**config.mk**
```make
export PLATFORM = sky130hd
export DESIGN_NAME = uart_rx_word_packer
export DESIGN_NICKNAME = d
export VERILOG_FILES = /design/src/rtl/uart_pkg.sv /design/src/rtl/sync_fifo_fwft.sv /design/src/rtl/uart_rx_word_packer.sv
export SDC_FILE = /design/constraint.sdc
export NUM_CORES = 1
export LEC_CHECK = 0
export CORE_MARGIN = 3
export CORE_UTILIZATION = 25
export CTS_CLUSTER_SIZE = 25
export DETAILED_ROUTE_END_ITERATION = 16
export PLACE_DENSITY = 0.5
export SLEW_MARGIN = 20
export SYNTH_ARGS = -nofsm -noshare
export SYNTH_HDL_FRONTEND = slang
export SYNTH_SLANG_ARGS = --single-unit
export TNS_END_PERCENT = 50
```
**constraint.sdc**
```tcl
create_clock -name clk -period 9.2 [get_ports clk]
set_clock_uncertainty 0.2 [all_clocks]
set_input_delay 1.84 -clock clk [delete_from_list [all_inputs] [get_ports clk]]
set_output_delay 1.84 -clock clk [all_outputs]
set_load 0.05 [all_outputs]
```
**src/rtl/uart_pkg.sv**
```systemverilog
// rtl/uart_pkg.sv - shared UART types and constants
package uart_pkg;

  localparam int CLKS_PER_BIT_DEFAULT = 434;

  typedef logic [7:0] byte_t;

  typedef enum logic {IDLE, COLLECT} packer_state_t;

endpackage

```
**src/rtl/sync_fifo_fwft.sv**
```systemverilog
// rtl/sync_fifo_fwft.sv - first-word-fall-through synchronous FIFO
// Full/empty come from the occupancy count; pointers wrap modulo DEPTH.
module sync_fifo_fwft #(
  parameter int WIDTH = 16,
  parameter int DEPTH = 16
) (
  input  logic                     clk,
  input  logic                     rst,
  input  logic                     push,
  input  logic [WIDTH-1:0]         push_data,
  input  logic                     pop,
  output logic [WIDTH-1:0]         pop_data,
  output logic [$clog2(DEPTH):0]   count,
  output logic                     full,
  output logic                     empty
);

  localparam int AW = $clog2(DEPTH);
  localparam logic [AW:0] FULL_CNT = (AW+1)'(DEPTH);

  logic [WIDTH-1:0] mem [DEPTH];
  logic [AW-1:0]    wr_ptr;
  logic [AW-1:0]    rd_ptr;
  logic             do_push;
  logic             do_pop;

  assign full    = (count == FULL_CNT);
  assign empty   = (count == '0);
  assign do_pop  = pop && !empty;
  // A pop in the same cycle frees the slot, so a push into a full FIFO still lands.
  assign do_push = push && (!full || do_pop);

  assign pop_data = empty ? '0 : mem[rd_ptr];

  always_ff @(posedge clk) begin
    if (do_push) mem[wr_ptr] <= push_data;
  end

  always_ff @(posedge clk) begin
    if (rst) begin
      wr_ptr <= '0;
      rd_ptr <= '0;
      count  <= '0;
    end else begin
      if (do_push) wr_ptr <= wr_ptr + 1'b1;
      if (do_pop)  rd_ptr <= rd_ptr + 1'b1;
      unique case ({do_push, do_pop})
        2'b10:   count <= count + 1'b1;
        2'b01:   count <= count - 1'b1;
        default: count <= count;
      endcase
    end
  end

endmodule

```
**src/rtl/uart_rx_word_packer.sv**
```systemverilog
// rtl/uart_rx_word_packer.sv - packs UART bytes into little-endian words
// Partial words are dropped after an inter-byte gap of CLKS_PER_BIT*TIMEOUT_BITS cycles.
module uart_rx_word_packer
  import uart_pkg::*;
#(
  parameter int BYTES_PER_WORD = 2,
  parameter int FIFO_DEPTH     = 16,
  parameter int CLKS_PER_BIT   = CLKS_PER_BIT_DEFAULT,
  parameter int TIMEOUT_BITS   = 20
) (
  input  logic                          clk,
  input  logic                          rst,
  input  logic                          rx_dv,
  input  byte_t                         rx_byte,
  output logic [8*BYTES_PER_WORD-1:0]   word_data,
  output logic                          word_valid,
  input  logic                          word_ready,
  output logic [$clog2(FIFO_DEPTH):0]   fifo_count,
  output logic                          overflow,
  input  logic                          overflow_clr,
  output logic                          frame_abort
);

  localparam int WW = 8 * BYTES_PER_WORD;
  localparam int T  = CLKS_PER_BIT * TIMEOUT_BITS;
  localparam int TW = $clog2(T + 1);
  localparam int IW = (BYTES_PER_WORD > 1) ? $clog2(BYTES_PER_WORD) : 1;
  localparam logic [TW-1:0] TMO_LOAD = TW'(T - 1);
  localparam logic [IW-1:0] LAST_IDX = IW'(BYTES_PER_WORD - 1);

  packer_state_t  state;
  logic [IW-1:0]  byte_idx;
  logic [IW-1:0]  lane;
  logic [WW-1:0]  shreg;
  logic [WW-1:0]  next_word;
  logic [TW-1:0]  tmo_cnt;
  logic           push_q;
  logic [WW-1:0]  push_word;
  logic           fifo_full;
  logic           fifo_empty;
  logic           pop;

  // Merge the incoming byte into its lane; a fresh word starts from zero.
  always_comb begin
    lane      = (state == IDLE) ? '0 : byte_idx;
    next_word = (state == IDLE) ? '0 : shreg;
    next_word[int'(lane)*8 +: 8] = rx_byte;
  end

  always_ff @(posedge clk) begin
    if (rst) begin
      state       <= IDLE;
      byte_idx    <= '0;
      shreg       <= '0;
      tmo_cnt     <= '0;
      push_q      <= 1'b0;
      push_word   <= '0;
      frame_abort <= 1'b0;
    end else begin
      push_q      <= 1'b0;
      frame_abort <= 1'b0;
      unique case (state)
        IDLE: begin
          if (rx_dv) begin
            shreg <= next_word;
            if (BYTES_PER_WORD == 1) begin
              push_word <= next_word;
              push_q    <= 1'b1;
            end else begin
              byte_idx <= IW'(1);
              tmo_cnt  <= TMO_LOAD;
              state    <= COLLECT;
            end
          end
        end
        COLLECT: begin
          // A byte arriving in the expiry cycle wins over the timeout.
          if (rx_dv) begin
            shreg <= next_word;
            if (byte_idx == LAST_IDX) begin
              push_word <= next_word;
              push_q    <= 1'b1;
              byte_idx  <= '0;
              state     <= IDLE;
            end else begin
              byte_idx <= byte_idx + 1'b1;
              tmo_cnt  <= TMO_LOAD;
            end
          end else if (tmo_cnt == '0) begin
            frame_abort <= 1'b1;
            shreg       <= '0;
            byte_idx    <= '0;
            state       <= IDLE;
          end else begin
            tmo_cnt <= tmo_cnt - 1'b1;
          end
        end
        default: state <= IDLE;
      endcase
    end
  end

  assign word_valid = !fifo_empty;
  assign pop        = word_valid && word_ready;

  always_ff @(posedge clk) begin
    if (rst)                          overflow <= 1'b0;
    else if (push_q && fifo_full && !pop) overflow <= 1'b1;
    else if (overflow_clr)            overflow <= 1'b0;
  end

  sync_fifo_fwft #(
    .WIDTH (WW),
    .DEPTH (FIFO_DEPTH)
  ) u_fifo (
    .clk       (clk),
    .rst       (rst),
    .push      (push_q),
    .push_data (push_word),
    .pop       (pop),
    .pop_data  (word_data),
    .count     (fifo_count),
    .full      (fifo_full),
    .empty     (fifo_empty)
  );

endmodule

```
==> results.yml, run 1 <==
power:
  power.leakage_uw: 0.00450
  power.density_cell_area_nw_per_um2: 261
  cellInternalPower_uw: 2700
  total_switching_power_uw: 1170
  peakVddDrop_mv: 0.205
  switching_share_pct: 30.3
  power.sequential.fraction_pct: 41.8
  share_clk_of_total_power_pct: 35.5
  p_comb_share_pct: 22.7
run_status:
  result_of_the_run: "completed"
clock_network:
  post_cts.repair.setup_buffers: 0
  clock_tree.buffer_depth: 3
  clk_pin_slew_worst_paths_ns: 0.06
  clk_root_buffer_cell: "clkbuf_16"
  cts_tree: "built"
  cts_sinks: 316
  clk-insertion-delay-late_ns: 0.51
  post_cts.resized_instances: 0
  cts_htree_levels: 2
  postCtsHoldBufs: 0
  number_of_buffers_created_by_cts: 34
synthesis:
  synthArstFlopShare_pct: 0
  synthFlopType: "edfxtp_1"
  synth_top_area_share_pct: 61.7
  post_synth_main_area_contributors: "edfxtp_1 (62%), mux4_2 (12%), dfxtp_1 (9.6%)"
  synth_area_sq_um: 12500
  synthesis.area_per_instance_sq_um: 17.0
  number_of_instances_in_the_synthesized_netlist: 732
  synth.largest_area_cell: "edfxtp_1"
  synth_sequential_area_ratio_pct: 71.3
  yosys_warnings: 0
  postSynthRegisterBits: 316
  number_of_enable_flip_flop_cells_after_synthesis: 256
  synth.net_count: 754
  yosysUniqueCellTypes: 54
sta:
  setup_tns_ns: 0
  report.final.hold_viol_count: 0
  tightest_slew_ns: 1.02
  final.min_clock_period_ns: 6.00
  fmax_ghz: 0.167
  slew_headroom_pct: 32.1
  period_share_pct: 65.2
  setup-violations-final: 0
  grt_setup_unrepaired: "false"
  maxSlewViolCount: 0
finish:
  drive_above_1_share_pct: 20.0
  multi_input_comb_area_sq_um: 3400
  fill_cells: 4872
  diodes: 0
  register_area_sq_um: 8900
  area.growth.synth_to_final_pct: 18.9
  design.final.nets: 803
  post-route-util_pct: 30.2
critical_path:
  setup.reg_to_reg.worst_slack_ns: 6.35
  critical_path_class: "reg2out"
  cp_max_fo: 45
  worst-endpoint-required_ns: 7.16
  reg2reg_depth: 5
  cp-start-kind: "flop"
  r2r-start: "u_fifo.count[1]"
  reg2reg_to: "u_fifo.mem[4][6]"
  end_kind: "output port"
  worst_ep_arrival_time_ns: 3.96
grt:
  grt_start_max_net_pins: 65
  first_global_vias: 6734
  antenna_violations_before_repair: 0
  track_usage_pct: 10.8
  overflow: 0
  grt_pass1_wl_um: 43200
placed_design:
  numPortBuffers: 36
  place_hpwl_um: 17100
  place_congestion: 0.725
detailed_routing:
  initialDrtViolationCount: 590
  wire_length_after_detailed_routing_um: 28700
  vias: 6665
  avgViaCountPerCell: 4.53
  drtPass1Iterations: 5
  antenna_violating_nets_post_route: 0
  remaining_drc_errors: 0
  wl_per_cell_um: 19.5
worst_hold_path:
  hold_end: "push_word[4]"
  min_delay_path_depth: 2
  hold_start: "shreg[4]"
  min_path_type: "reg2reg"
floorplan:
  die-area_sq_um: 52600
  die_x_um: 229
  std_cell_rows: 81
  num_io_pins: 37
  floorplan.initialDensity_pct: 25.4
  vertical_die_dimension_um: 229
  core_region_area_sq_um: 49200
run:
  maxCapViolCount: 0
state kept, by name (all words and copies together) (netlist names), named ones only:
name	count
byte_idx	1
frame_abort	1
overflow	1
push_q	1
push_word	16
shreg	8
state	1
tmo_cnt	14
u_fifo.count	5
u_fifo.mem	256
u_fifo.rd_ptr	4
u_fifo.wr_ptr	4
per-layer routing:
layer | track usage (%) | wire, um
met1 | 16.4 | 14400
met2 | 16.0 | 12600
met3 | 1.99 | 1250
met4 | 2.39 | 414
met5 | 0 | 0
cells in the final DEF, fill, tap and decap left out, types with 9 or more instances in the layout:
| cell type | instances |
|---|---|
| a211oi_1 | 37 |
| a21oi_1 | 32 |
| buf_4 | 19 |
| clkbuf_16 | 35 |
| clkdlybuf4s50_1 | 35 |
| dfxtp_1 | 57 |
| edfxtp_1 | 256 |
| ha_1 | 9 |
| inv_1 | 9 |
| mux2i_1 | 18 |
| mux4_2 | 64 |
| nand2_1 | 43 |
| nor2_1 | 25 |
| nor2_2 | 9 |
| nor2b_1 | 19 |
| nor3_1 | 9 |
cells by family after synthesis:
family | count (synthesis) | synth area share, %
buf+inv | 53 | 1.80
mux | 84 | 13.2
compound gates | 111 | 6.13
fa+ha+maj | 9 | 0.903
xor+xnor | 7 | 0.492
flops | 316 | 71.3
simple gates | 152 | 6.20
synth_stat cells (all sizes together) (8+ instances only):
library cell / n
nor2b: 19
a22o: 8
nor3: 13
clkbuf: 23
a211oi: 37
nor2: 35
buf: 20
dfxtp: 60
mux2i: 18
inv: 10
a21oi: 32
nand2: 43
ha: 9
edfxtp: 256
mux4: 64
worst max path at each step:
stage | start | endpoint | slack, ns | depth (start not counted)
floorplan | u_fifo.count[2] | word_data[10] | 4.35 | 6
global placement | flop | word_data[13] | 3.76 | 6
detailed placement | flop | word_data[10] | 3.74 | 6
CTS | flop | word_data[10] | 3.20 | 6
global route | flop | word_data[10] | 3.06 | 6
finish | flop | word_data[10] | 3.20 | 6
critical path, stage by stage (launching register included):
cell	delay, ns
dfxtp_4	0.58
buf_4	0.69
mux4_2	0.33
nor2b_1	0.12
a211oi_1	0.06
a211oi_1	0.64
clkdlybuf4s50_1	0.94
power groups by stage:
stage | clock network, uW | registers, uW | logic [uW]
2_1_floorplan | 0 | 1640 | 606
3_3_place_gp | 0 | 1670 | 853
3_5_place_dp | 0 | 1670 | 859
4_1_cts | 1410 | 1640 | 861
5_1_grt | 1470 | 1630 | 930
6_report | 1370 | 1620 | 878
cell type report:
type	count	share of cell area [%]
Clock buffer	40	6.04
Clock inverter	22	1.58
Inverter	10	0.253
Multi-Input combinational cell	363	23.0
Sequential cell	316	60.0
Tap cell	664	5.60
Timing Repair Buffer	56	3.55
through the flow:
stage	cells	hold WS, ns	cell area (sq um)	setup slack, ns	power, uW
after floorplan	732	0.232	12500	4.35	2240
after global placement	1408	0.256	13700	3.76	2530
after detailed placement	1408	0.259	13700	3.74	2530
after CTS	1470	0.269	14800	3.20	3910
after global routing	1471	0.288	14800	3.06	4020
final	1471	0.271	14800	3.20	3870
(Power assumes the default switching activity.)
==> run 2: changes to the inputs <==
clock period = 5.85 ns   (was 9.2 ns; I/O delays follow)
==> run 2 against run 1 <==
- global-route usage up 0.093 points
- flip-flop and latch count is the same
- critical path depth unchanged
- non-clock buffer count rose by 4
- largest cell class unchanged
==> results.yml, run 2 (synthesis gave the netlist of run 1 again) <==
run_status:
  result_of_the_run: "completed"
finish:
  max_ffs_per_register: 256
  biggestRegsByFlops: "u_fifo.mem: 256 flops, push_word: 16 flops, tmo_cnt: 14 flops"
  top_register: "u_fifo.mem"
  drive_above_1_share_pct: 20.7
  design.final.nets: 804
  diodes: 0
  final_cell_mix: "edfxtp_1 (256), mux4_2 (64), dfxtp_1 (57), nand2_1 (43), a211oi_1 (37)"
  fill_cells: 4864
  finish.instance_area_sq_um: 14700
  mostFrequentLayoutCell: "edfxtp_1"
  area.growth.synth_to_final_pct: 18.1
worst_hold_path:
  hold_end: "push_word[0]"
  min_path_type: "reg2reg"
  min_delay_path_depth: 2
  hold_start: "shreg[0]"
sta:
  slew_headroom_pct: 36.2
  tightest_slew_ns: 0.953
  maxSlewViolCount: 0
  setup-violations-final: 0
  report.final.hold_viol_count: 0
  hold-worst-slack_ns: 0.261
  period_share_pct: 83.5
  fmax_ghz: 0.205
  final.min_clock_period_ns: 4.88
  grt_setup_unrepaired: "false"
  setup_tns_ns: 0
detailed_routing:
  wl_per_cell_um: 19.4
  wire_length_after_detailed_routing_um: 28600
  remaining_drc_errors: 0
  vias: 6684
  drtPass1Iterations: 4
  initialDrtViolationCount: 639
  antenna_violating_nets_post_route: 0
  avgViaCountPerCell: 4.55
critical_path:
  critPathMostFrequentCell: "a211oi_1"
  reg2reg_to: "u_fifo.mem[4][8]"
  r2r-start: "u_fifo.count[1]"
  critical_path.slowest_cell: "clkdlybuf4s50_1"
  sequence_of_cells_on_the_critical_path: "buf_4 -> mux4_2 -> nor2b_1 -> a211oi_1 -> a211oi_1 -> clkdlybuf4s50_1"
  cp-start-kind: "flop"
  cpPeakStageDelay_ns: 0.91
  worst-endpoint-required_ns: 4.48
  setup.reg_to_reg.worst_slack_ns: 2.98
  reg2reg_depth: 5
  cp_max_fo: 28
  critical_path_class: "reg2out"
  worst_ep_arrival_time_ns: 3.51
  end_kind: "output port"
floorplan:
  num_io_pins: 37
  core_region_area_sq_um: 49200
  die_x_um: 229
  die-area_sq_um: 52600
  vertical_die_dimension_um: 229
  floorplan.initialDensity_pct: 25.4
  std_cell_rows: 81
grt:
  first_global_vias: 6788
  antenna_violations_before_repair: 0
  overflow: 0
  track_usage_pct: 10.9
  grt_pass1_wl_um: 43900
  grt_start_max_net_pins: 55
placed_design:
  placed_cell_area_sq_um: 13700
  numPortBuffers: 36
  place_hpwl_um: 17800
  place_congestion: 0.721
clock_network:
  postCtsHoldBufs: 0
  clk-insertion-delay-late_ns: 0.57
  cts_htree_levels: 1
  number_of_buffers_created_by_cts: 31
  clk_root_buffer_cell: "clkbuf_16"
  post_cts.repair.setup_buffers: 0
  post_cts.resized_instances: 0
  cts_tree: "built"
  clk_pin_slew_worst_paths_ns: 0.06
  clock_tree.buffer_depth: 3
  cts_sinks: 316
power:
  power.leakage_uw: 0.00443
  peakVddDrop_mv: 0.326
  power.density_cell_area_nw_per_um2: 398
run:
  maxCapViolCount: 0
[run 2: cell types whose count changed in the layout (fill, tap and decap cells not counted), moves of 2 or more]
cell and change:
clkinv_1 -6, clkbuf_16 -4, bufinv_16 -2, clkinv_8 -2, buf_4 +3, buf_12 +2
clkbuf_8 +2, clkinv_2 +6
[run 2: metal layers]
metal,track usage [%],routed length (um),vias up
met5,0,0,-
met4,2.02,391,0
met3,2.26,1470,35
met2,15.7,12200,154
met1,16.9,14500,3474
li1,-,-,3021
[run 2: critical path: cells and delay by family (launching register included)]
family,cells,cell delay (ns)
multiplexers,1,0.23
buffers and inverters,2,1.28
flip-flops,1,0.73
AO/OA/AOI/OAI,2,0.50
AND/OR/NAND/NOR,1,0.19
[run 2: how the worst max path moves through the flow]
stage                                from            end  slack, ns  cells after the start
after CTS                            flop  word_data[10]       0.87                      6
after floorplan           u_fifo.count[2]  word_data[10]       1.67                      6
final                                flop  word_data[10]       0.97                      6
after global routing                 flop  word_data[10]       0.67                      6
after detailed placement             flop  word_data[10]       1.48                      6
after global placement               flop  word_data[10]       1.46                      6
[run 2: cell type report]
class                      count  area (sq um)  share of cell area, %
clock buffer                  37           818                   5.56
sequential                   316          8900                   60.4
multi-input combinational    363          3400                   23.1
inverter                      10          37.5                  0.255
timing repair buffer          60           561                   3.81
clock inverter                20           176                   1.20
tap                          664           831                   5.64
[run 2: power breakdown]
| group | leakage, uW | switching (uW) | total, uW | internal, uW |
|---|---|---|---|---|
| registers | 0.00275 | 101 | 2540 | 2440 |
| logic | 0.00119 | 849 | 1370 | 520 |
| clock network | 0.000484 | 861 | 1950 | 1090 |
[run 2: through the flow]
step	power [uW]	cells	worst slack, ns	utilization (%)
2_1_floorplan	3520	732	1.67	-
3_3_place_gp	3970	1413	1.46	27.9
3_5_place_dp	3980	1413	1.48	27.9
4_1_cts	5940	1470	0.866	29.9
5_1_grt	6120	1470	0.670	29.9
6_report	5860	1470	0.967	29.9
==> run 3: changes to the inputs <==
PLACE_DENSITY = 0.51   (was 0.5)
clock period = 4.1 ns   (was 5.85 ns; I/O delays follow)
==> run 3 against run 2 <==
- flip-flop and latch count did not move
- combinational power rose by 45%
- setup slack got worse by 0.67 ns
- wire length rose by 0.42%
==> results.yml, run 3 (synthesis gave the netlist of run 1 again) <==
run_status:
  result_of_the_run: "completed"
clock_network:
  clk-insertion-delay-late_ns: 0.57
  cts_sinks: 316
  clock_tree.buffer_depth: 3
  postCtsHoldBufs: 0
  post_cts.repair.setup_buffers: 0
  cts_htree_levels: 1
  cts_tree: "built"
  clk_pin_slew_worst_paths_ns: 0.07
  number_of_buffers_created_by_cts: 31
  clk_root_buffer_cell: "clkbuf_16"
  post_cts.resized_instances: 0
detailed_routing:
  initialDrtViolationCount: 555
  wire_length_after_detailed_routing_um: 28700
  avgViaCountPerCell: 4.50
  drtPass1Iterations: 5
  wl_per_cell_um: 19.4
  remaining_drc_errors: 0
  vias: 6649
  antenna_violating_nets_post_route: 0
sta:
  report.final.hold_viol_count: 0
  fmax_ghz: 0.263
  final.min_clock_period_ns: 3.80
  setup-violations-final: 0
  slew_headroom_pct: 37.0
  maxSlewViolCount: 0
  setup_tns_ns: 0
  period_share_pct: 92.7
  grt_setup_unrepaired: "false"
  tightest_slew_ns: 0.942
critical_path:
  cp_max_fo: 16
  worst_ep_arrival_time_ns: 2.78
  end_kind: "output port"
  critical_path_class: "reg2out"
  critical_path.slowest_cell: "dfxtp_4"
  sequence_of_cells_on_the_critical_path: "buf_4 -> mux4_2 -> nor2b_1 -> a211oi_1 -> a211oi_1 -> buf_4"
  cp-start-kind: "flop"
  cpPeakStageDelay_ns: 0.58
  worst_path_dominant_cell_family: "flip-flops"
  critical_path.n_buffers_inverters: 2
  worst-endpoint-required_ns: 3.08
finish:
  finish.instance_area_sq_um: 14800
  biggestRegsByFlops: "u_fifo.mem: 256 flops, push_word: 16 flops, tmo_cnt: 14 flops"
  max_ffs_per_register: 256
  design.final.nets: 812
  top_register: "u_fifo.mem"
  final_cell_mix: "edfxtp_1 (256), mux4_2 (64), dfxtp_1 (57), buf_4 (45), nand2_1 (43)"
  mostFrequentLayoutCell: "edfxtp_1"
  drive_above_1_share_pct: 22.7
  layout.cells.non_filler: 1479
  area.growth.synth_to_final_pct: 18.7
power:
  power.leakage_uw: 0.00452
  peakVddDrop_mv: 0.508
  power.density_cell_area_nw_per_um2: 575
floorplan:
  floorplan.initialDensity_pct: 25.4
  die-area_sq_um: 52600
  std_cell_rows: 81
  die_x_um: 229
  num_io_pins: 37
  core_region_area_sq_um: 49200
  vertical_die_dimension_um: 229
grt:
  grt_start_max_net_pins: 65
  grt_util_met1_pct: 16.2
  use_met2_pct: 16.1
  overflow: 0
  first_global_vias: 6671
  grt_busiest_layer: "met1"
  antenna_violations_before_repair: 2
  grt_pass1_wl_um: 43000
  global_route.usage.met3_pct: 2.16
  track_usage_pct: 10.8
placed_design:
  numPortBuffers: 36
  place_hpwl_um: 16600
  place_inst: 1421
  placed_cell_area_sq_um: 13800
  place_congestion: 0.711
run:
  maxCapViolCount: 0
worst_hold_path:
  min_path_type: "reg2reg"
run 3: cell types whose count changed in the layout (fill, tap and decap cells not counted), moves of 2 or more:
cell and change:
clkinvlp_4 -3, clkdlybuf4s50_1 -16, buf_4 +23, inv_6 +3, clkinv_1 +2, clkbuf_16 +2
clkinv_2 -7, clkbuf_1 +3
run 3: final cells by class:
type | count | area [sq um]
antenna | 1 | 2.50
clock buffer | 42 | 880
clock inverter | 15 | 163
fill | 4820 | 34400
inverter | 10 | 37.5
multi-input combinational | 363 | 3400
sequential | 316 | 8900
tap | 664 | 831
timing repair buffer | 68 | 593
run 3: worst paths after layout:
path	startpoint	to	slack, ns	depth (start not counted)
setup reg to reg	u_fifo.count[1]	u_fifo.count[4]	1.51	8
hold / removal	shreg[0]	push_word[0]	0.26	2
setup / recovery	flop	word_data[2]	0.30	6
hold reg to reg	shreg[0]	push_word[0]	0.26	2
run 3: report_power, final:
part	leakage, uW	internal, uW	switching (uW)
Sequential	0.00275	3490	138
Clock	0.000506	1690	1210
Combinational	0.00126	738	1240
Total	0.00452	5920	2590
run 3: worst reg2reg max path: stages (launching register included):
cell	delay, ns
dfxtp_1	0.41
nor4_1	0.41
a21boi_1	0.22
xor2_1	0.19
ha_1	0.25
a31oi_1	0.21
nor4_1	0.06
a2111oi_0	0.44
a31o_2	0.17
run 3: metrics by stage:
step	hold WS (ns)	utilization (%)	worst slack [ns]	power (uW)
after global routing	0.295	30.1	0.119	8860
after detailed placement	0.257	28.0	0.683	5700
after global placement	0.252	28.0	0.688	5700
after floorplan	0.232	-	0.270	5020
after CTS	0.265	30.1	0.226	8620
final	0.263	30.1	0.301	8510
run 3: layer usage:
layer | vias up | part of all wire (%)
li1 | 3036 | -
met1 | 3430 | 49
met2 | 147 | 44
met3 | 36 | 5.2
met4 | 0 | 1.7
met5 | - | 0
